[src/rtl/tm1638_responder.sv]
// TM1638-compatible serial responder: decodes host command/data frames into a display RAM and
// shifts key-scan bytes back on read. Optional macro TM1638_RESP_FIXED_ADDR_EN enables fixed-address writes.
module tm1638_responder #(
    parameter int SYNC_STAGES = 2
) (
    input  logic         mclk,
    input  logic         rst,
    input  logic         stb_in,
    input  logic         clk_in,
    input  logic         dio_in,
    output logic         dio_out,
    output logic         dio_oe,
    input  logic [31:0]  key_data,
    output logic [127:0] disp_ram,
    output logic         disp_on,
    output logic [2:0]   disp_bright,
    output logic         frame_done,
    output logic [2:0]   state
);
    localparam logic [2:0] S_IDLE   = 3'd0;
    localparam logic [2:0] S_CMD    = 3'd1;
    localparam logic [2:0] S_WDATA  = 3'd2;
    localparam logic [2:0] S_RDATA  = 3'd3;
    localparam logic [2:0] S_IGNORE = 3'd4;

    logic [SYNC_STAGES-1:0] stb_sync_q, stb_sync_d;
    logic [SYNC_STAGES-1:0] clk_sync_q, clk_sync_d;
    logic [SYNC_STAGES-1:0] dio_sync_q, dio_sync_d;
    logic       stb_prev_q, clk_prev_q;
    logic [2:0] state_q, state_d;
    logic [2:0] bit_cnt_q, bit_cnt_d;
    logic [7:0] shift_q, shift_d;
    logic       byte_done_q, byte_done_d;
    logic [3:0] addr_q, addr_d;
    logic       read_mode_q, read_mode_d;
    logic       fixed_q, fixed_d;
    logic [31:0] key_q, key_d;
    logic [5:0] rd_cnt_q, rd_cnt_d;
    logic       dio_oe_q, dio_oe_d;
    logic       dio_out_q, dio_out_d;
    logic [127:0] disp_q, disp_d;
    logic       disp_on_q, disp_on_d;
    logic [2:0] bright_q, bright_d;
    logic       frame_done_q, frame_done_d;

    logic stb_s, clk_s, dio_s;
    logic stb_rise, stb_fall, clk_rise, clk_fall;

    assign stb_s    = stb_sync_q[SYNC_STAGES-1];
    assign clk_s    = clk_sync_q[SYNC_STAGES-1];
    assign dio_s    = dio_sync_q[SYNC_STAGES-1];
    assign stb_rise = ~stb_prev_q & stb_s;
    assign stb_fall = stb_prev_q & ~stb_s;
    assign clk_rise = ~clk_prev_q & clk_s;
    assign clk_fall = clk_prev_q & ~clk_s;

    always_comb begin
        stb_sync_d   = {stb_sync_q[SYNC_STAGES-2:0], stb_in};
        clk_sync_d   = {clk_sync_q[SYNC_STAGES-2:0], clk_in};
        dio_sync_d   = {dio_sync_q[SYNC_STAGES-2:0], dio_in};
        state_d      = state_q;
        bit_cnt_d    = bit_cnt_q;
        shift_d      = shift_q;
        byte_done_d  = 1'b0;
        addr_d       = addr_q;
        read_mode_d  = read_mode_q;
        fixed_d      = fixed_q;
        key_d        = key_q;
        rd_cnt_d     = rd_cnt_q;
        dio_oe_d     = dio_oe_q;
        dio_out_d    = dio_out_q;
        disp_d       = disp_q;
        disp_on_d    = disp_on_q;
        bright_d     = bright_q;
        frame_done_d = 1'b0;

        // A closing strobe overrides any clock edge or pending byte in the same cycle.
        if (stb_rise) begin
            if (state_q != S_IDLE) begin
                state_d      = S_IDLE;
                dio_oe_d     = 1'b0;
                dio_out_d    = 1'b0;
                frame_done_d = 1'b1;
            end
        end else begin
            case (state_q)
                S_IDLE: begin
                    if (stb_fall) begin
                        state_d   = S_CMD;
                        bit_cnt_d = 3'd0;
                        shift_d   = 8'd0;
                    end
                end
                S_CMD, S_WDATA: begin
                    if (byte_done_q) begin
                        if (state_q == S_WDATA) begin
                            disp_d[{addr_q, 3'b000} +: 8] = shift_q;
                            if (!fixed_q) addr_d = addr_q + 4'd1;
                        end else begin
                            case (shift_q[7:6])
                                2'b01: begin
                                    read_mode_d = shift_q[1];
`ifdef TM1638_RESP_FIXED_ADDR_EN
                                    fixed_d = shift_q[2];
`else
                                    fixed_d = 1'b0;
`endif
                                    if (shift_q[1]) begin
                                        state_d  = S_RDATA;
                                        key_d    = key_data;
                                        rd_cnt_d = 6'd0;
                                    end else begin
                                        state_d = S_IGNORE;
                                    end
                                end
                                2'b10: begin
                                    disp_on_d = shift_q[3];
                                    bright_d  = shift_q[2:0];
                                    state_d   = S_IGNORE;
                                end
                                2'b11: begin
                                    addr_d  = shift_q[3:0];
                                    state_d = read_mode_q ? S_IGNORE : S_WDATA;
                                end
                                default: state_d = S_IGNORE;
                            endcase
                        end
                    end else if (clk_rise) begin
                        shift_d     = {dio_s, shift_q[7:1]};
                        bit_cnt_d   = bit_cnt_q + 3'd1;
                        byte_done_d = (bit_cnt_q == 3'd7);
                    end
                end
                S_RDATA: begin
                    // rd_cnt saturates at 32 so later clocks leave DIO released.
                    if (clk_fall) begin
                        if (rd_cnt_q < 6'd32) begin
                            dio_oe_d  = 1'b1;
                            dio_out_d = key_q[rd_cnt_q[4:0]];
                            rd_cnt_d  = rd_cnt_q + 6'd1;
                        end else begin
                            dio_oe_d  = 1'b0;
                            dio_out_d = 1'b0;
                        end
                    end
                end
                default: ;
            endcase
        end
    end

    always_ff @(posedge mclk or posedge rst) begin
        if (rst) begin
            stb_sync_q   <= '1;
            clk_sync_q   <= '1;
            dio_sync_q   <= '0;
            stb_prev_q   <= 1'b1;
            clk_prev_q   <= 1'b1;
            state_q      <= S_IDLE;
            bit_cnt_q    <= 3'd0;
            shift_q      <= 8'd0;
            byte_done_q  <= 1'b0;
            addr_q       <= 4'd0;
            read_mode_q  <= 1'b0;
            fixed_q      <= 1'b0;
            key_q        <= 32'd0;
            rd_cnt_q     <= 6'd0;
            dio_oe_q     <= 1'b0;
            dio_out_q    <= 1'b0;
            disp_q       <= 128'd0;
            disp_on_q    <= 1'b0;
            bright_q     <= 3'd0;
            frame_done_q <= 1'b0;
        end else begin
            stb_sync_q   <= stb_sync_d;
            clk_sync_q   <= clk_sync_d;
            dio_sync_q   <= dio_sync_d;
            stb_prev_q   <= stb_s;
            clk_prev_q   <= clk_s;
            state_q      <= state_d;
            bit_cnt_q    <= bit_cnt_d;
            shift_q      <= shift_d;
            byte_done_q  <= byte_done_d;
            addr_q       <= addr_d;
            read_mode_q  <= read_mode_d;
            fixed_q      <= fixed_d;
            key_q        <= key_d;
            rd_cnt_q     <= rd_cnt_d;
            dio_oe_q     <= dio_oe_d;
            dio_out_q    <= dio_out_d;
            disp_q       <= disp_d;
            disp_on_q    <= disp_on_d;
            bright_q     <= bright_d;
            frame_done_q <= frame_done_d;
        end
    end

    assign dio_out     = dio_out_q & dio_oe_q;
    assign dio_oe      = dio_oe_q;
    assign disp_ram    = disp_q;
    assign disp_on     = disp_on_q;
    assign disp_bright = bright_q;
    assign frame_done  = frame_done_q;
    assign state       = state_q;
endmodule

[config.mk]
export PLATFORM = sky130hd
export DESIGN_NAME = tm1638_responder
export DESIGN_NICKNAME = d
export VERILOG_FILES = /design/src/rtl/tm1638_responder.sv
export SDC_FILE = /design/constraint.sdc
export NUM_CORES = 1
export LEC_CHECK = 0
export BUFFER_PORTS_ARGS = -buffer_cell sky130_fd_sc_hd__buf_2
export CAP_MARGIN = 20
export CORE_AREA = 3 3 136 138
export CTS_CLUSTER_DIAMETER = 60
export CTS_CLUSTER_SIZE = 24
export DETAILED_ROUTE_END_ITERATION = 12
export DIE_AREA = 0 0 139 141
export MAX_ROUTING_LAYER = met4
export PLACE_DENSITY = 0.76
export SYNTH_ARGS = -nofsm -noshare
export SYNTH_HDL_FRONTEND = slang
export SYNTH_SLANG_ARGS = --single-unit
[constraint.sdc]
create_clock -name mclk -period 6.3 [get_ports mclk]
set_input_delay 0.945 -clock mclk [delete_from_list [all_inputs] [get_ports mclk]]
set_output_delay 0.945 -clock mclk [all_outputs]
set_load 0.02 [all_outputs]
* Word-level counts from Yosys, hierarchy flattened *
Cells that the tools add are included.

operators by class
  bitwise logic cells = 11
  shift-type cells = 2
  $add $sub $neg = 4
  reduce and logical (&&, ||, !) cells = 18
  magnitude comparators = 2
  muxes and demuxes = 44
  equality and inequality tests = 20

operators with widths
  kind                                                         count
  bitwise mux 128 bit                                          1
  variable shift 8 x 9 -> 128 bit (first input constant)       1
  variable part select 8 x 9 -> 128 bit                        1
  2-to-1 mux 6 bit                                             6
  2-to-1 mux 3 bit                                             10
  2-to-1 mux 8 bit                                             3
  AND reduction 5 bit                                          4
  one-hot mux 3 bit (2 select lines)                           3
  2-to-1 mux 1 bit                                             16
  != test 2 bit (second input constant)                        8
  one-hot mux 8 bit (2 select lines)                           1
  one-hot mux 6 bit (2 select lines)                           1
  nonzero test 2 bit                                           5
  != test 3 bit (second input constant)                        3
  negation 7 -> 9 bit                                          1
  2-to-1 mux 4 bit                                             2
  AND reduction 4 bit                                          2
  AND reduction 8 bit                                          1
  adder 6 x 1 -> 6 bit (second input constant)                 1
  equality test 3 x 2 -> 1 bit (second input constant)         2
  less-than comparator 5 x 6 -> 1 bit (second input constant)  1
  less-than comparator 6 bit (second input constant)           1
  inverter 1 bit                                               6
  AND reduction 6 bit                                          1
  13 further kinds                                             20

storage, ports and cells
  logic and storage cells = 120
  register bits after elaboration = 201

* Logic depth before layout (Yosys ltp) *
  depth in word-level cells = 6
  gate-level depth with buffers = 10

* Worst setup path before layout *
OpenSTA, ideal clock, no wires.

  path type = reg2reg
  start point = register addr_q[0]
  end point = register disp_q[112], in the netlist disp_ram[112]
  setup time = 125 ps
  path buffers = 1
  cell stages (with the launch flop) = 7
  slack = 3698 ps
  data required time = 6175 ps
  data arrival time = 2477 ps
  cells stage by stage = dfrtp_1 > clkinv_1 > ha_1 > clkbuf_1 > nand2_1 > nor3_2 > mux2_2

between the ends
  word-level cells in the longest chain between the ends = 3
  elaborated cells between the ends (all ways) = 4
  those cells by class = 1 x add/sub; 2 x shift; 1 x mux

RTL lines
  element                                                                                   RTL line  text
  from (decl)                                                                               34        logic [3:0] addr_q, addr_d;
  from (signal assigned)                                                                    184       addr_q <= addr_d;
  negation 7 -> 9 bit *                                                                     97        disp_d[{addr_q, 3'b000} +: 8] = shift_q;
  variable part select 8 x 9 -> 128 bit or variable shift 8 x 9 -> 128 bit (tied branches)  97
  bitwise mux 128 bit *                                                                     97
  to (signal assigned)                                                                      191       disp_q <= disp_d;
  to (decl)                                                                                 41        logic [127:0] disp_q, disp_d;

Every way passes the cells marked *; elsewhere a longest branch is shown, timed or not.
A chain may end at the register's enable or synchronous reset.

* Worst setup path in the final report *
  start point = register addr_q[0]
  end point = register disp_q[48], in the netlist disp_ram[48]

Same word-level chain as after synthesis.

==> results.md <==
- Power density relative to cell area: roughly 250 mW/mm²
- Critical Path RT: around 6700 ps
- Number of synthesized flops with an enable pin: 0
- First DRT Iteration DRCs: around 240
- Total setup buffers inserted after CTS: 0
- CTS tree: yes
- Count of instances resized after the clock tree is built: 0
- Inst Count DP: ~970
- Synthesized netlist net count: between 600 and 700
- Final count of pins violating max slew: 0
- Combined area of all synthesized cells: between 0.008 and 0.009 mm²
- Reg clk slew, reported paths: approximately 90 ps
- FF+latch count, synth: ~200
- Final worst path period need: ~3400 ps
- Post-synthesis average cell area: 14.27 µm²
- Hold path start: clk_sync_q[0]$_DFF_PP1_
- Worst Path Max Fanout: 20
- Total negative slack for setup checks: 0 ps
- Class of the most critical hold timing path: reg -> reg
- Distinct cells, synth: 60
- Kind of start point of the critical path: flop
- Unrepaired setup endpoints after global routing: false
- Fill cell total of the finished layout: between 1000 and 1500
- Area occupied by multi-input gates: approximately 0.0034 mm²
- Diode count: 0
- RePlAce Congestion: between 0.8 and 0.9
- Global-route wire length before repair: around 32000 µm
- Capturing element type of the critical path: flop
- Detailed-placement wirelength estimate: 13870 µm
- Vias in the first global route: between 6000 and 7000
- Worst slew pin tran: just over 1000 ps
- Overall Global Routing Usage: 0.2076
- Routed Antenna Nets: 0
- Placement-stage worst setup slack: roughly 3000 ps
- Worst slew slack as a fraction of its limit: 0.3182
- Max-capacitance violation count: 0
- Number of remaining DRC errors: 0
- Count of yosys warnings during synthesis: 0
- Routed WL: approximately 20000 µm
- FF+latch area: about 0.005 mm²
- Floorplan die height: between 100 and 150 µm
- Clock network latency to the later pin of the worst-skew pair: about 470 ps
- Max frequency: ~290 MHz
- # IOs: ~180
- Num CTS Buffers: 15
- Worst vdd ir: approximately 0.18 mV
- Maximum level of the CTS H-tree: 1
- Non-filler instance count after layout: 995
- Sequential-to-total area share from yosys stat: 0.5808
- Overall overflow remaining after global route: 0
- Proportion of synthesized flip-flops having asynchronous set or reset: 1.000
- Reg2reg start: addr_q[0]$_DFFE_PP0P_
- Final worst path period share: 0.5431
- Final count of negative-setup-slack endpoints: 0
- Worst Slack Setup Final: 2879 ps
- Fin nets: just over 800
- Number of iterations in the first detailed-routing pass: 4
- Routed wirelength normalized by instance count: between 15 and 20 µm
- Worst hold slack: roughly 340 ps
- Share of cells above drive strength 1: 0.5182
- Cell Rows: 48
- Clock skew after layout: 16.67 ps
- Layout Area Growth over Synthesis: 17.40%
- Maximum number of pins on one net before global-route repair: approximately 200
- Setup crit start: addr_q[0]$_DFFE_PP0P_
- CTS Hold Buffers Added: 0
- Worst setup path class: reg -> reg
- Total count of hold-check failures in the final report: 0
- Clk buf depth: 3
- Via Count: around 5500
- Outcome: finished, final reports clean
- Count of buffers from port buffering: ~170
- Core Region: roughly 0.017 mm²
- Clock sink count: ~200
- Die Width: 139 µm
- Starting Density: 0.5014
- Most frequently used flop master after synthesis: sky130_fd_sc_hd__dfrtp_1
- Total power consumption of the routed design: 0.002565 W
- Worst Path Arrival: 3780 ps
- Mean number of vias per cell: 5.547
- Number of antenna violations at the first check in global routing: 0
- Root buf cell: sky130_fd_sc_hd__clkbuf_16
- Gate Count Post-Synth: between 600 and 700
- Die area: 0.01960 mm²
- Reported leakage power: 5.432 nW
## cell usage after synthesis, drive strengths merged (3+ instances only)
library cell / count / area, µm²
or4: 4 / 30.03
nor2: 11 / 43.80
mux4: 6 / 135.1
a21oi: 6 / 30.03
nand3: 6 / 42.54
and3: 18 / 112.6
nor3: 21 / 131.4
xnor2: 5 / 43.79
nor2b: 3 / 18.77
dfstp: 6 / 157.7
o21ai: 7 / 35.03
mux2: 170 / 1952
clkbuf: 13 / 48.80
o31ai: 4 / 30.03
nand2: 18 / 67.56
ha: 9 / 112.6
and2: 7 / 43.79
mux2i: 14 / 140.1
o211ai: 3 / 22.52
inv: 15 / 56.30
nor4: 3 / 63.81
buf: 26 / 142.6
nand3b: 3 / 22.52
dfrtp: 195 / 4880
## registers in the layout, summed over array words and instances (netlist names)
signal / cells
addr_q: 4
bit_cnt_q: 3
byte_done_q: 1
clk_prev_q: 1
clk_sync_q: 2
dio_oe: 1
dio_out_q: 1
dio_sync_q: 2
disp_bright: 3
disp_on: 1
disp_ram: 128
frame_done: 1
key_q: 32
rd_cnt_q: 6
read_mode_q: 1
shift_q: 8
state: 3
stb_prev_q: 1
stb_sync_q: 2
## cells in the final DEF (no fill, tap or decap), types with 10 or more instances in the layout
cell,n
sky130_fd_sc_hd__buf_2,174
sky130_fd_sc_hd__inv_1,14
sky130_fd_sc_hd__dfrtp_1,195
sky130_fd_sc_hd__mux2_4,10
sky130_fd_sc_hd__clkbuf_16,15
sky130_fd_sc_hd__and3_1,18
sky130_fd_sc_hd__nor2_1,10
sky130_fd_sc_hd__nor3_1,16
sky130_fd_sc_hd__mux2_2,160
sky130_fd_sc_hd__mux2i_1,14
sky130_fd_sc_hd__nand2_1,18
## cell type report
class / instances / area share
sequential: 201 / 0.4947
multi-input combinational: 352 / 0.3329
timing repair buffer: 177 / 0.08897
clock buffer: 15 / 0.03686
tap: 225 / 0.02765
clock inverter: 9 / 0.01266
inverter: 16 / 0.006267
## cell families (layout without fill, tap and decap cells)
group / Yosys count / in the layout / synth area share
AOI/OAI and AO/OA: 37 / 37 / 0.03030
xor gates and xnor gates: 6 / 6 / 0.006059
adders and majority gates: 9 / 9 / 0.01298
buffers and inverters: 55 / 217 / 0.02900
DFF: 201 / 201 / 0.5808
muxes: 190 / 190 / 0.2568
and+or+nand+nor: 110 / 110 / 0.08411
## worst paths after layout
check	to	slack, ps	cells after the start
max	disp_ram[48]$_DFFE_PP0P_	2880	5
min	clk_sync_q[1]$_DFF_PP1_	340	0
max reg2reg	disp_ram[48]$_DFFE_PP0P_	2880	5
min reg2reg	clk_sync_q[1]$_DFF_PP1_	340	0
max in group asynchronous	dio_sync_q[0]$_DFF_PP0_	4790	3
min in group asynchronous	key_q[0]$_DFFE_PP0P_	810	3
## report_power, final
part / leakage (nW) / total, W / switching (W) / internal [W]
Clock: 0.240 / 0.000990 / 0.000486 / 0.000504
Combinational: 2.41 / 0.000180 / 0.000113 / 0.0000669
Sequential: 2.78 / 0.00140 / 0.0000814 / 0.00131
## critical path, cell delays in order, from the launching register on
cell	delay, ps
sky130_fd_sc_hd__dfrtp_1	710
sky130_fd_sc_hd__clkinv_1	390
sky130_fd_sc_hd__ha_1	800
sky130_fd_sc_hd__nand2_1	310
sky130_fd_sc_hd__nor3_2	670
sky130_fd_sc_hd__mux2_2	410
## stage by stage
stage                     area [µm²]  utilization
final                          10180       0.5887
after global routing           10180       0.5887
after CTS                      10180       0.5887
after detailed placement        9678       0.5595
after global placement          9678       0.5595
after floorplan                 8677            -
## layer usage
metal	track usage	up-vias	share of wire
li1	-	2483	-
met1	0.2665	2851	0.44
met5	-	-	0
met2	0.3490	156	0.50
met4	0.05458	0	0.021
met3	0.03189	29	0.045
(Power assumes the default switching activity.)
